$ cat config.mk
export PLATFORM = sky130hd
export DESIGN_NAME = serial_twos_complementer
export DESIGN_NICKNAME = d
export VERILOG_FILES = /design/src/rtl/serial_twos_pkg.sv /design/src/rtl/serial_twos_bit_counter.sv /design/src/rtl/serial_twos_complementer.sv
export SDC_FILE = /design/constraint.sdc
export NUM_CORES = 1
export LEC_CHECK = 0
export BUFFER_PORTS_ARGS = -buffer_cell sky130_fd_sc_hd__buf_2
export CAP_MARGIN = 15
export CORE_AREA = 2 2 39 41
export CTS_CLUSTER_DIAMETER = 60
export DETAILED_ROUTE_END_ITERATION = 10
export DIE_AREA = 0 0 41 43
export HOLD_SLACK_MARGIN = 0.02
export SLEW_MARGIN = 20
export SYNTH_ARGS = -nofsm -noshare
export SYNTH_HDL_FRONTEND = slang
export SYNTH_SLANG_ARGS = --single-unit
export TNS_END_PERCENT = 1
$ cat constraint.sdc
create_clock -name t_clk -period 1.6 [get_ports t_clk]
set_input_delay 0.16 -clock t_clk [delete_from_list [all_inputs] [get_ports t_clk]]
set_output_delay 0.16 -clock t_clk [all_outputs]
set_load 0.005 [all_outputs]
$ cat src/rtl/serial_twos_pkg.sv
// Shared types and sizing helpers for the bit-serial two's-complement negator.
// Latency: n/a. Backpressure: n/a (continuous bit stream, no handshake).
package serial_twos_pkg;

  localparam int DEFAULT_WIDTH = 8;

  // Negation state: SCAN passes bits through, INVERT flips them after the first '1'.
  typedef enum logic {
    SCAN   = 1'b0,
    INVERT = 1'b1
  } neg_state_t;

  // Counter width that is never zero, even for degenerate word lengths.
  function automatic int clog2_safe(input int value);
    return (value <= 2) ? 1 : $clog2(value);
  endfunction

endpackage

$ cat src/rtl/serial_twos_bit_counter.sv
// Bit-position counter within a serial word; clr restarts at bit 0, wraps after the last bit.
// Latency: eff_pos/last are combinational from clr. Backpressure: none, advances every cycle.
module serial_twos_bit_counter
  import serial_twos_pkg::*;
#(
  parameter int  WIDTH = DEFAULT_WIDTH,
  localparam int CNT_W = clog2_safe(WIDTH)
) (
  input  logic             t_clk,
  input  logic             r_n,
  input  logic             clr,
  output logic [CNT_W-1:0] eff_pos,
  output logic             last
);

  localparam logic [CNT_W-1:0] LAST_POS = CNT_W'(WIDTH - 1);

  logic [CNT_W-1:0] pos;

  // A clr cycle is itself bit 0, so the restart is visible in the same cycle.
  assign eff_pos = clr ? '0 : pos;
  assign last    = (eff_pos == LAST_POS);

  always_ff @(posedge t_clk or negedge r_n) begin
    if (!r_n) begin
      pos <= '0;
    end else if (last) begin
      pos <= '0;
    end else begin
      pos <= eff_pos + 1'b1;
    end
  end

endmodule

$ cat src/rtl/serial_twos_complementer.sv
// Bit-serial two's-complement negator, LSB first; optional SERIAL_TWOS_OUTPUT_REG_EN registers y/last/ovf.
// Latency: 0 cycles (1 cycle with SERIAL_TWOS_OUTPUT_REG_EN). Backpressure: none, one bit per cycle.
module serial_twos_complementer
  import serial_twos_pkg::*;
#(
  parameter int WIDTH = DEFAULT_WIDTH
) (
  input  logic t_clk,
  input  logic r_n,
  input  logic i,
  input  logic clr,
  output logic y,
  output logic last,
  output logic ovf
);

  localparam int CNT_W = clog2_safe(WIDTH);

  neg_state_t       state;
  logic             eff_seen;
  logic             last_c;
  logic             y_c;
  logic             ovf_c;
  logic [CNT_W-1:0] eff_pos;

  serial_twos_bit_counter #(
    .WIDTH(WIDTH)
  ) u_bit_counter (
    .t_clk  (t_clk),
    .r_n    (r_n),
    .clr    (clr),
    .eff_pos(eff_pos),
    .last   (last_c)
  );

  assign eff_seen = clr ? 1'b0 : (state == INVERT);
  assign y_c      = i ^ eff_seen;
  // Most-negative word: the only '1' arrives on the final bit.
  assign ovf_c    = last_c & i & ~eff_seen;

  always_ff @(posedge t_clk or negedge r_n) begin
    if (!r_n) begin
      state <= SCAN;
    end else if (last_c) begin
      state <= SCAN;
    end else if (eff_seen || i) begin
      state <= INVERT;
    end else begin
      state <= SCAN;
    end
  end

`ifdef SERIAL_TWOS_OUTPUT_REG_EN
  always_ff @(posedge t_clk or negedge r_n) begin
    if (!r_n) begin
      y    <= 1'b0;
      last <= 1'b0;
      ovf  <= 1'b0;
    end else begin
      y    <= y_c;
      last <= last_c;
      ovf  <= ovf_c;
    end
  end
`else
  assign y    = y_c;
  assign last = last_c;
  assign ovf  = ovf_c;
`endif

  pos_in_range: assert property (@(posedge t_clk) disable iff (!r_n)
    eff_pos <= CNT_W'(WIDTH - 1));

endmodule

# Yosys cells after proc, flatten, opt, wreduce, memory -nomap -nowiden
# Index checks and enable logic that the tools add are counted.
dict set report totals {
  inputBits 4
  out_inout_bits 3
  elab_cells 14
  reg_bits 4
}
dict set report classes {
  bitwise_logic 4
  n_addsub 1
  n_eq_ne 1
  n_mux 5
  reduce_logical 1
}
# op n
set op_table {}
lappend op_table {{$mux 3} 2}
lappend op_table {{$add 3x1->3 const B} 1}
lappend op_table {{$eq 3x3->1 const B} 1}
lappend op_table {{$mux 1} 3}
lappend op_table {{$and 1x1->1} 2}
lappend op_table {{$logic_or 1x1->1} 1}
lappend op_table {{$not 1->1} 1}
lappend op_table {{$xor 1x1->1} 1}

# Longest topological paths before layout
dict set report depth {
  word_depth 4
  mapped_depth 4
  ltp_nobuf 4
}

# Modules after synthesis
# From an unflattened synthesis, not the netlist that was laid out.
dict set report unflattened {
  cells_unflattened 15
  area_unflattened_um2 190.2
}
# mod area_per_inst_um2 instances cells_per_inst seq_area_each_um2
set by_module_without_submodules {}
lappend by_module_without_submodules {serial_twos_bit_counter 125.1 1 9 75.1}
lappend by_module_without_submodules {serial_twos_complementer 65.1 1 6 25.0}

# Worst setup path before layout
# OpenSTA, ideal clock, no wires.
dict set report synth_path {
  path_type {reg-to-output}
  start {reg u_bit_counter.pos[1]}
  end {out ovf}
  path_stages_with_launch 5
  required_ps 1440
  path_slack_ps 362
  path_buffers 0
  arrival_ps 1078
  cell_sequence {dfrtp_1 -> and2b_2 -> ha_1 -> ha_1 -> and3_1}
}
dict set report synth_via {
  elab_chain_cells 4
}
# element line_no
set synth_lines {}
lappend synth_lines {{from (decl)} serial_twos_bit_counter.sv:18} ;# logic [CNT_W-1:0] pos;
lappend synth_lines {{from (signal assigned)} serial_twos_bit_counter.sv:30} ;# pos <= eff_pos + 1'b1;
lappend synth_lines {{$mux 3} serial_twos_bit_counter.sv:21} ;# assign eff_pos = clr ? '0 : pos;
lappend synth_lines {{$eq 3x3->1} serial_twos_bit_counter.sv:22} ;# assign last = (eff_pos == LAST_POS);
lappend synth_lines {{via last} serial_twos_complementer.sv:13} ;# output logic last,
lappend synth_lines {{$and 1x1->1 (2 in a row)} serial_twos_complementer.sv:39} ;# assign ovf_c = last_c & i & ~eff_seen;
lappend synth_lines {{to (decl)} serial_twos_complementer.sv:14} ;# output logic ovf
# The timed path passes the listed nets, and every way through them passes these cells.

# Final worst setup path
dict set report layout_path {
  start {reg u_bit_counter.pos[0]}
  end {out ovf}
}
dict set report layout_via {
  elab_chain_cells 4
}
# element line_no
set layout_lines {}
lappend layout_lines {{$mux 3} serial_twos_bit_counter.sv:21}
lappend layout_lines {{$eq 3x3->1} serial_twos_bit_counter.sv:22}
lappend layout_lines {{$and 1x1->1 (2 in a row)} serial_twos_complementer.sv:39}
# Every way passes these cells.

==> metrics.cfg <==
[route]
drt-total-wl_um=328
dr.pass1.iters=4
num_vias=141
ant_nets=0
vias_per_cell=3.44
wl_per_cell_um=8.00
first_iter_violations=2
drc_errors=0

[floorplan]
die_x_um=41
core_mm2=0.00138
initial_core_util=0.141
ios=7
die-area_mm2=0.00176
die_y_um=43
num_rows=14

[global_routing]
grt_pass1_wl_um=607
antenna_found_initial=0
grt_max_degree=5
grt_pass1_vias=154
track_usage=0.0565
grt-ovfl-total=0

[sta]
tightestPinTransition_ns=0.102
fmax_ghz=0.650
skew_ns=0.00325
slew-limit-headroom=0.932
finalMaxSlewViolations=0
fin_crit_ns=1.54
finalSetupViolCount=0
post-route-period-util=0.961
fin_setup_tns_ns=0
hold_violations=0
rsz0062_at_grt=false

[layout]
final_common_cell=buf_2
final_area_um2=303
drive_gt1_frac=0.600
area_growth_pct=55.1
diodes=0
layout.nets=34
final_cell_mix=buf_2 (6), dfrtp_1 (4), and2b_2 (3), clkbuf_4 (3)

[worst_setup_path]
worstRegToRegCells=3
worst-endpoint-arrival_ns=1.38
cp_max_fo=3
worstPathRequired_ns=1.44
cp-start-kind=flip-flop
cp-startpoint=u_bit_counter.pos[0]
critical_path_class=reg2out
r2r_end=u_bit_counter.pos[2]
reg2reg_slack_ns=0.58
endpoint_kind=primary output
r2r_start=u_bit_counter.pos[0]

[power_and_ir_drop]
seqPwrFrac=0.418
power.leakage_nw=0.157
switching_share=0.214
p_int_w=0.000216
ir_worst_vdd_mv=0.394
p_comb_frac=0.134
switchingPower_w=0.0000590
p_clk_frac=0.448
power_density_mw_per_mm2=909

[clock_tree]
clk_latency_ns=0.23
htreeDepth=1
numClockSinks=4
numCtsBuffers=3
cts-root-buf=clkbuf_4
cts_tree=done
cts.path.max_buffers=2
clkSlewWorstSetupHoldPaths_ns=0.04

[logic_synthesis]
yosysTopAreaCellShare=0.513
syn_avg_cell_area_um2=13.0
synth-seq-cells=4
yosysSeqAreaShare=0.513
synthesis.area_um2=195
yosysWarnings=0
synthTopCellsByArea=dfrtp_1 (51%), ha_1 (19%), and2b_2 (13%)
postSynthCellCount=15
synth_cell_types=7
synth_fp_nets=22
synth_top_area_cell=dfrtp_1

[place]
placed_area_um2=245
gp_congestion=0.680
io_buffer_count=6

[outcome]
status=complete, no violations

[hold_path]
holdCritPathClass=in2async

[flow_run]
maxCapViolCount=0

[flip-flops by register name, summed over array words and instances, names as in the netlist]
name and flops:
u_bit_counter.pos 3, state 1
[critical path, cell delays in order, from the launching register on]
cell and delay [ns]:
dfrtp_1 0.34, and2b_2 0.21, ha_4 0.16, ha_4 0.15, and3_1 0.16, buf_2 0.12
[what timing repair did]
| action | CTS | global route |
|---|---|---|
| hold endpoints to repair | 4 | 0 |
| resized for setup | 1 | 3 |
| buffers inserted | 0 | 0 |
| setup endpoints to repair | 1 | 1 |
| hold buffers | 1 | 0 |
[synth_stat cells]
cell and n:
dfrtp_1 4, inv_1 2, and3_1 1, ha_1 3, nand2b_4 1, nor2_1 1, and2b_2 3
[per-layer routing]
metal,global-route usage,part of all wire,up-vias
met5,0,0,-
met4,0.0200,0,0
met3,0.0628,0.19,0
met2,0.0531,0.31,11
met1,0.0782,0.50,62
li1,-,-,68
[power groups by stage]
stage / Clock (W) / Sequential [W] / Combinational (W)
final: 0.000123 / 0.000115 / 0.0000369
after global routing: 0.000141 / 0.000116 / 0.0000449
after CTS: 0.000127 / 0.000115 / 0.0000317
after detailed placement: 0 / 0.000117 / 0.0000293
after global placement: 0 / 0.000116 / 0.0000290
after floorplan: 0 / 0.000116 / 0.0000174
[layout make-up]
class | instances | area, um^2
clock buffers | 3 | 22.5
fillers | 149 | 1080
inverters | 2 | 7.51
multi-input cells | 9 | 113
flip-flops and latches | 4 | 100
well taps | 16 | 20.0
repair buffers | 7 | 40.0
[cell families (layout without fill, tap and decap cells)]
kind of cell | count (synthesis) | in the layout | synth area share
AND/OR/NAND/NOR | 6 | 6 | 0.256
flip-flops | 4 | 4 | 0.513
adder cells (fa/ha/maj) | 3 | 3 | 0.192
buffers and inverters | 2 | 12 | 0.0385
[stage by stage]
stage	hold WS (ns)	util	setup slack [ns]	total power, W	instances
final	0.260	0.219	0.0623	0.000275	41
after global routing	0.291	0.219	0.00691	0.000302	41
after CTS	0.259	0.203	0.0110	0.000274	41
after floorplan	-0.136	-	0.362	0.000133	15
after global placement	-0.0283	0.177	0.243	0.000145	37
after detailed placement	-0.0265	0.177	0.234	0.000146	37
[worst max path at each step]
stage,endpoint,slack [ns],cells after the start
finish,ovf,0.06,5
global route,ovf,0.007,5
CTS,ovf,0.01,5
detailed placement,ovf,0.23,5
global placement,ovf,0.24,5
floorplan,ovf,0.36,4
Note: power is estimated with default switching activity, not from simulation.
